**src/rtl/piso_serializer.sv**
```systemverilog
// Parallel-in/serial-out frame serializer, MSB first.
// Feeds the serial input of the downstream shift-register stage.
module piso_serializer #(
  parameter int WIDTH = 6
) (
  input  logic             clk,
  input  logic             clear,
  input  logic [WIDTH-1:0] din,
  input  logic             load,
  output logic             ready,
  output logic             busy,
  output logic             x,
  output logic             done
);

  localparam int CW = (WIDTH > 1) ? $clog2(WIDTH) : 1;

  typedef enum logic {
    IDLE  = 1'b0,
    SHIFT = 1'b1
  } state_t;

  state_t           state, state_n;
  logic [WIDTH-1:0] sreg, sreg_n;
  logic [CW-1:0]    cnt, cnt_n;
  logic             x_n;
  logic             done_n;

  always_ff @(posedge clk) begin
    if (clear) begin
      state <= IDLE;
      sreg  <= '0;
      cnt   <= '0;
      x     <= 1'b0;
      done  <= 1'b0;
    end else begin
      state <= state_n;
      sreg  <= sreg_n;
      cnt   <= cnt_n;
      x     <= x_n;
      done  <= done_n;
    end
  end

  always_comb begin
    state_n = state;
    sreg_n  = sreg;
    cnt_n   = cnt;
    x_n     = 1'b0;
    done_n  = 1'b0;
    unique case (state)
      IDLE: begin
        if (load) begin
          sreg_n  = din;
          cnt_n   = CW'(WIDTH - 1);
          state_n = SHIFT;
          x_n     = din[WIDTH-1];
        end
      end
      SHIFT: begin
        if (cnt != '0) begin
          sreg_n = sreg << 1;
          cnt_n  = cnt - 1'b1;
          x_n    = sreg[WIDTH-2];
        end else begin
          // Mandatory IDLE cycle carries the done pulse
          state_n = IDLE;
          done_n  = 1'b1;
        end
      end
      default: state_n = IDLE;
    endcase
  end

  // Flag outputs decode straight from the state register
  assign ready = (state == IDLE);
  assign busy  = (state == SHIFT);

endmodule

```
**config.mk**
```make
export PLATFORM = sky130hd
export DESIGN_NAME = piso_serializer
export DESIGN_NICKNAME = d
export VERILOG_FILES = /design/src/rtl/piso_serializer.sv
export SDC_FILE = /design/constraint.sdc
export NUM_CORES = 1
export LEC_CHECK = 0
export CAP_MARGIN = 40
export CELL_PAD_IN_SITES_DETAIL_PLACEMENT = 0
export CELL_PAD_IN_SITES_GLOBAL_PLACEMENT = 1
export CORE_AREA = 4 4 44 46
export DETAILED_ROUTE_END_ITERATION = 10
export DIE_AREA = 0 0 48 50
export HOLD_SLACK_MARGIN = 0.08
export PLACE_DENSITY_LB_ADDON = 0.1
export SYNTH_ARGS = -nofsm -noshare
export SYNTH_HDL_FRONTEND = slang
export SYNTH_SLANG_ARGS = --single-unit
```
**constraint.sdc**
```tcl
create_clock -name clk -period 3.75 [get_ports clk]
set_clock_uncertainty 0.2 [all_clocks]
set_input_delay 0.75 -clock clk [delete_from_list [all_inputs] [get_ports clk]]
set_output_delay 0.75 -clock clk [all_outputs]
set_load 0.03 [all_outputs]
```
==> results_dict.tcl, run 1 <==
set metrics [dict create \
    synthToLayoutAreaGrowth_pct 31.01 \
    drt_iter0_drc 7 \
    wl_met1_um 565 \
    core_area_mm2 0.001506 \
    synth_cell_types 21 \
    postCtsSetupBuffers 0 \
    portBuffers 12 \
    gr-total-overflow 0 \
    num-nets-final 84 \
    synth_xor_area_share_pct 0 \
    path_buf_inv 2 \
    synth-seq-cells 11 \
    gp_congestion 0.6897 \
    grt_setup_unrepaired "no" \
    p_per_area_mw_per_mm2 416.5 \
    fp.dieArea_mm2 0.002400 \
    synth_area_um2 520.5 \
    drt_pass1_iterations 4 \
    fin_util_pct 45.27 \
    wl_per_cell_um 12.72 \
    dp_worst_setup_slack_ns 1.378 \
    ant_nets 0 \
    htree_levels 1 \
    holdWs_ns 0.2847 \
    most-common-layout-cells "clkdlybuf4s50_1, dfxtp_1, nand2_1" \
    initial_core_util_pct 34.55 \
    cts_inserted_buffers 3 \
    fillers 161 \
    cts_tree "yes" \
    final_common_cell "clkdlybuf4s50_1" \
    wl_met3_um 93 \
    yosys.area_share.simple_pct 18.99 \
    clkTransAtPathRegs_ns 0.07 \
    grt_pass1_vias 422 \
    cp_top_family "buffers and inverters" \
    worst-setup-path-type "register to output port" \
    crit_arrival_ns 1.72 \
    cpPeakStageDelay_ns 0.66 \
    holdBufCountCts 0 \
    synth_nets 68 \
    p_leak_nw 0.2607 \
    clockBufferDepth 2 \
    grt_pass1_wl_mm 1.856 \
    syn_avg_cell_area_um2 9.132 \
    period_minus_slack_ns 2.671 \
    hold_class "register to register" \
    cts_root_buf "clkbuf_4" \
    clock_latency_ns 0.26 \
    die_y_um 50 \
    finalSetupViolations 0 \
    setup_tns_ns 0 \
    ios 13 \
    hpwl_um 796.6 \
    stdcell_count 88 \
    drive_gt1_share_pct 13.89 \
    worst_pin_slew_ns 0.5327 \
    clkSinkCount 11 \
    drv_slew 0 \
    num_antenna_cells 0 \
    required_ns 2.80 \
    route.detailed.drc 0 \
    finalHoldViolCount 0 \
    start_kind "register" \
    dieWidth_um 48 \
    end_kind "output port" \
    wl_mm 1.119 \
    synth_compound_area_share_pct 21.39 \
    synth_mux_area_share_pct 8.654 \
    grt.total_usage_pct 10.76 \
    fin_crit_sh_pct 71.22 \
    cap_violations 0 \
    status "complete, no violations" \
    dp.cells 84 \
    top_layer_used "met4" \
    synthAdderAreaFrac_pct 4.808 \
    met2_length_um 446 \
    setup_ws_ns 1.079 \
    critPathMaxFanout 15 \
    antenna_found_initial 0 \
    grt_max_degree 16 \
    syn_inst 57 \
    num_rows 14 \
    yosysSeqAreaShare_pct 42.31 \
    synth_top_family_by_area "compound AO/OA/AOI/OAI gates" \
    crit_path_top_delay_cell "dfxtp_1" \
    slew_headroom_pct 64.44 \
    vias 444 \
    irDropWorstVdd_mv 0.1957 \
    yosysWarnings 0 \
    crit_chain "inv_1 > clkdlybuf4s50_1" \
    post_cts_resized 0 \
    fmax_mhz 374.4 \
    routed_via_density 5.045 \
]
-- stage by stage --
step                      power [mW]  instance area (um2)
after floorplan               0.1815                520.5
after detailed placement      0.2063                655.6
after global placement        0.2062                655.6
final                         0.2840                681.9
after CTS                     0.2889                681.9
after global routing          0.3041                681.9
-- layer usage --
metal	up-vias	GRT usage, %
li1	234	-
met1	198	14.47
met2	10	14.76
met3	2	3.636
met4	0	5.381
met5	-	0
-- power by group --
group,internal (mW),total [mW],switching (mW),leakage (nW)
Sequential,0.127,0.136,0.00924,0.0909
Clock,0.0411,0.0807,0.0396,0.0150
Combinational,0.0321,0.0670,0.0349,0.155
-- state kept, by name, summed over array words and instances, names as in the netlist --
signal  flops
x           1
busy        1
done        1
sreg        5
cnt         3
-- tightest hold or removal path: cells and delay by family, from the launching register on --
kind	cells	cell delay (ns)
AOI/OAI and AO/OA	1	0.07
and+or+nand+nor	1	0.06
DFF	1	0.31
-- cell usage after synthesis --
cell type  count  area share (%)
a21boi_0       1             1.4
a21oi_1        1            0.96
a21oi_2        1             1.7
a311oi_1       1             1.7
a31oi_1        4             4.8
a32o_1         2             3.8
a32oi_1        1             1.7
and2b_1        1             1.4
buf_2          1            0.96
dfxtp_1       11              42
ha_1           2             4.8
inv_1          4             2.9
mux2_2         4             8.7
nand2_1        8             5.8
nand2b_4       1             2.6
nor2_1         6             4.3
nor2b_1        1             1.2
nor2b_4        1             2.6
nor3_1         1            0.96
o21ai_0        4             3.8
o31ai_1        1             1.4
-- cells by family (layout without fill, tap and decap cells) --
family / count (synthesis) / count (layout)
and+or+nand+nor: 19 / 19
AOI/OAI and AO/OA: 16 / 16
buffers and inverters: 5 / 20
adders and majority gates: 2 / 2
DFF: 11 / 11
muxes: 4 / 4
-- area by class of cell --
cell class	instances	area, um2	share of cell area (%)
clock buffers	4	26.28	3.853
inverters	4	15.01	2.202
multi-input cells	41	280.3	41.10
flip-flops and latches	11	220.2	32.29
well taps	16	20.02	2.936
repair buffers	12	120.1	17.61
-- final timing paths --
check             startpoint       to  slack [ns]  depth (start not counted)
hold / removal       sreg[0]  sreg[1]        0.28                          2
hold reg to reg      sreg[0]  sreg[1]        0.28                          2
setup / recovery        busy    ready        1.08                          2
setup reg to reg      cnt[0]   cnt[1]        2.25                          5
(Power assumes the default switching activity.)
==> run 2: changes to the inputs <==
- CORE_AREA: 4 4 44 46 -> 4 4 45 47
- DIE_AREA: 0 0 48 50 -> 0 0 49 51
- clock period: 3.75 -> 2.8 ns (I/O delays scaled with it)
==> run 2 against run 1 <==
Net effect:
- clock power up 35%
- die area grew 4.1%
- wire length grew 3.8%
- register-to-register slack got worse by 0.96 ns
- setup slack got worse by 0.44 ns
- largest power group unchanged
- first-iteration DRC count unchanged
- via count rose by 6.5%
- largest cell class unchanged
- cell count is 2.3% higher
==> results_dict.tcl, run 2 (synthesis gave the netlist of run 1 again) <==
set metrics [dict create \
    crit_arrival_ns 1.40 \
    clkTransAtPathRegs_ns 0.07 \
    num_antenna_cells 0 \
    postCtsSetupBuffers 0 \
    p_int_mw 0.2699 \
    grt_max_degree 14 \
    placed_cell_area_um2 664.4 \
    dp.cells 86 \
    required_ns 2.04 \
    stdcell_count 90 \
    drt_pass1_iterations 4 \
    num_rows 15 \
    grt.total_usage_pct 11.11 \
    routed_via_density 5.256 \
    finalHoldViolCount 0 \
    synthToLayoutAreaGrowth_pct 32.69 \
    power_frac_comb_pct 25.1 \
    ios 13 \
    hpwl_um 834.5 \
    clkSinkCount 11 \
    fmax_mhz 462.0 \
    status "complete, no violations" \
    period_minus_slack_ns 2.164 \
    dieWidth_um 49 \
    pwr-share-seq_pct 46.6 \
    fin_crit_sh_pct 77.30 \
    gr-total-overflow 0 \
    gp_congestion 0.7249 \
    core_area_mm2 0.001652 \
    cp_top_family "buffers and inverters" \
    clock_latency_ns 0.27 \
    cpPeakStageDelay_ns 0.69 \
    drive_gt1_share_pct 15.07 \
    worst_pin_slew_ns 0.3090 \
    cts_root_buf "clkbuf_4" \
    wl_mm 1.161 \
    regMostFlops "sreg" \
    setup_tns_ns 0 \
    hold_class "register to register" \
    holdWs_ns 0.2799 \
    p_leak_nw 0.2658 \
    drt_iter0_drc 7 \
    final_common_cell "clkdlybuf4s50_1" \
    num-nets-final 85 \
    initial_core_util_pct 31.52 \
    wl_per_cell_um 12.90 \
    route.detailed.drc 0 \
    critPathMaxFanout 4 \
    path_buf_inv 2 \
    antenna_found_initial 0 \
    cts_inserted_buffers 3 \
    vias 473 \
    p_per_area_mw_per_mm2 554.7 \
    worst-setup-path-type "register to output port" \
    irDropWorstVdd_mv 0.2603 \
    fin_util_pct 41.82 \
    grt_setup_unrepaired "no" \
    slew_headroom_pct 79.34 \
    largest_register_ffs 5 \
    portBuffers 12 \
    cts_tree "yes" \
    end_kind "output port" \
    finalSetupViolations 0 \
    p_sw_mw 0.1132 \
    fin_area_um2 690.7 \
    drv_slew 0 \
    top_regs "sreg: 5 flops, cnt: 3 flops" \
    cap_violations 0 \
    post_cts_resized 0 \
    grt_pass1_wl_mm 2.111 \
    htree_levels 1 \
    holdBufCountCts 0 \
    fp.dieArea_mm2 0.002499 \
    switching_share_pct 29.56 \
    start_kind "register" \
    grt_pass1_vias 473 \
    die_y_um 51 \
    ant_nets 0 \
    crit_chain "inv_1 > clkdlybuf4s50_1" \
    most-common-layout-cells "clkdlybuf4s50_1, dfxtp_1, nand2_1" \
    clockPowerShare_pct 28.4 \
    clockBufferDepth 2 \
    crit_path_top_delay_cell "clkdlybuf4s50_1" \
]
==> run 2: power groups by stage <==
stage          Combinational [mW]  Sequential (mW)  Clock, mW
2_1_floorplan              0.0562            0.187          0
3_3_place_gp               0.0974            0.182          0
3_5_place_dp               0.0972            0.182          0
4_1_cts                    0.0986            0.179      0.112
5_1_grt                     0.108            0.181      0.125
6_report                   0.0960            0.178      0.109
==> run 2: stage by stage <==
stage | power [mW] | setup slack, ns
floorplan | 0.2431 | 1.160
global placement | 0.2796 | 0.7662
detailed placement | 0.2796 | 0.7579
CTS | 0.3894 | 0.6289
global route | 0.4136 | 0.5700
finish | 0.3831 | 0.6356
==> run 2: tightest hold or removal path, stage by stage, from the launching register on <==
cell     delay [ns]
dfxtp_1        0.31
nand2_1        0.05
a31oi_1        0.07
==> run 2: per-layer routing <==
metal / routed length (um) / GRT usage (%)
met1: 503 / 11.94
met2: 572 / 18.26
met3: 76 / 6.997
met4: 9 / 2.691
met5: 0 / 0
==> run 2: final cells by class <==
type / instances / area (um2)
Timing Repair Buffer: 13 / 127.6
Fill cell: 189 / 960.9
Tap cell: 17 / 21.27
Sequential cell: 11 / 220.2
Inverter: 4 / 15.01
Multi-Input combinational cell: 41 / 280.3
Clock buffer: 4 / 26.28
==> run 2: path summary, 6_finish.rpt <==
check / from / to / cells after the start / slack (ns)
setup / recovery: busy / ready / 2 / 0.64
hold / removal: sreg[0] / sreg[1] / 2 / 0.28
setup reg to reg: cnt[0] / cnt[0] / 5 / 1.29
hold reg to reg: sreg[0] / sreg[1] / 2 / 0.28
==> run 3: changes to the inputs <==
- clock period: 2.8 -> 2.05 ns (I/O delays scaled with it)
==> run 3 against run 2 <==
Net effect:
- clock-buffer cell count unchanged
- largest cell class unchanged
- first-iteration DRC count decreased by 43%
- critical path depth decreased by 1
- die area unchanged
- global-route usage decreased by 0.65 points
- highest routed layer unchanged
==> results_dict.tcl, run 3 (synthesis gave the netlist of run 1 again) <==
set metrics [dict create \
    grt_setup_unrepaired "no" \
    cp_top_family "buffers and inverters" \
    wl_met1_um 511 \
    placed_cell_area_um2 671.9 \
    reg2regPathDepth 5 \
    cts_inserted_buffers 3 \
    p_sw_mw 0.1573 \
    status "complete, no violations" \
    end_kind "output port" \
    drv_slew 0 \
    met2_length_um 522 \
    finalHoldViolCount 0 \
    fin_crit_sh_pct 93.03 \
    required_ns 1.44 \
    crit_arrival_ns 1.30 \
    timing.rr.start "cnt[0]" \
    crit_chain "clkdlybuf4s50_1" \
    crit_path_top_delay_cell "clkdlybuf4s50_1" \
    fp.dieArea_mm2 0.002499 \
    p_total_mw 0.5268 \
    gp_congestion 0.6888 \
    num-nets-final 86 \
    start_kind "register" \
    portBuffers 12 \
    route.detailed.drc 0 \
    whs_path_depth 2 \
    clkTransAtPathRegs_ns 0.07 \
    cpPeakStageDelay_ns 0.68 \
    grt_pass1_wl_mm 2.014 \
    path_buf_inv 1 \
    ant_nets 0 \
    num_antenna_cells 0 \
    pwr-share-seq_pct 46.2 \
    finalSetupViolations 0 \
    stdcell_count 91 \
    p_int_mw 0.3695 \
    period_minus_slack_ns 1.907 \
    htree_levels 1 \
    regMostFlops "sreg" \
    vias 463 \
    clockPowerShare_pct 28.8 \
    wl_mm 1.133 \
    most-common-layout-cells "dfxtp_1, clkdlybuf4s50_1, nand2_1" \
    holdBufCountCts 0 \
    worst_hold_path.endpoint "sreg[2]" \
    core_area_mm2 0.001652 \
    cts_tree "yes" \
    slew_headroom_pct 78.74 \
    setup_tns_ns 0 \
    ios 13 \
    hpwl_um 850 \
    grt_pass1_vias 453 \
    wl_per_cell_um 12.45 \
    cts_root_buf "clkbuf_4" \
    irDropWorstVdd_mv 0.5175 \
    dp.cells 87 \
    cap_violations 0 \
    fillers 180 \
    gr-total-overflow 0 \
    switching_share_pct 29.87 \
    r2r_slack_ns 0.54 \
    synthToLayoutAreaGrowth_pct 34.62 \
    grt.total_usage_pct 10.47 \
    p_leak_nw 0.2746 \
    die_y_um 51 \
    critPathMaxFanout 3 \
    drive_gt1_share_pct 16.22 \
    reg2reg_to "cnt[1]" \
    fin_area_um2 700.7 \
    clkSinkCount 11 \
    routed_via_density 5.088 \
    min-delay-start "sreg[1]" \
    worst_pin_slew_ns 0.3184 \
    dieWidth_um 49 \
    grt_max_degree 14 \
    top_regs "sreg: 5 flops, cnt: 3 flops" \
    antenna_found_initial 0 \
    p_per_area_mw_per_mm2 751.9 \
    fmax_mhz 524.3 \
    multi_input_area_um2 280.3 \
    clock_latency_ns 0.27 \
    seq_area_um2 220.2 \
    top_layer_used "met4" \
    largest_register_ffs 5 \
    clockBufferDepth 2 \
    wl_met3_um 91 \
    drt_pass1_iterations 4 \
    power_frac_comb_pct 24.9 \
    worst-setup-path-type "register to output port" \
    hold_class "register to register" \
    drt_iter0_drc 4 \
    initial_core_util_pct 31.52 \
    num_rows 15 \
]
run 3: repair_timing:
action,in CTS,in global routing
buffers inserted,0,0
endpoints found under the setup margin,0,1
resized for setup,0,1
run 3: tightest hold or removal path, delay by kind of cell (launching register included):
kind,cells,cell delay (ns)
AO/OA/AOI/OAI,1,0.07
flip-flops,1,0.32
AND/OR/NAND/NOR,1,0.06
run 3: worst max path at each step:
stage,from,endpoint,cells past startpoint
finish,busy,busy,1
global route,busy,busy,1
CTS,busy,ready,2
detailed placement,load,sreg[1],4
global placement,load,sreg[1],4
floorplan,busy,cnt[0],3
run 3: power by group through the flow:
| stage | clock, mW | sequential, mW | combinational (mW) |
|---|---|---|---|
| floorplan | 0 | 0.255 | 0.0768 |
| global placement | 0 | 0.250 | 0.135 |
| detailed placement | 0 | 0.249 | 0.134 |
| CTS | 0.157 | 0.244 | 0.134 |
| global route | 0.169 | 0.246 | 0.147 |
| finish | 0.152 | 0.244 | 0.131 |
run 3: per-layer routing:
metal  track usage (%)  up-vias
li1                  -      235
met1             11.84      214
met2             16.52       12
met3             6.414        2
met4             2.691        0
met5                 0        -
run 3: cell type report:
cell class,count,share of cell area [%]
clock buffers,4,3.750
well taps,17,3.036
repair buffers,14,19.64
flip-flops and latches,11,31.43
multi-input cells,41,40.00
inverters,4,2.143
run 3: through the flow:
step / util (%) / setup slack, ns / hold slack, ns
final: 42.42 / 0.1428 / 0.2836
after global routing: 42.42 / 0.08835 / 0.3060
after CTS: 42.27 / 0.04259 / 0.2906
after detailed placement: 40.68 / 0.1655 / 0.2786
after global placement: 40.68 / 0.1772 / 0.2775
after floorplan: - / 0.5150 / 0.2482
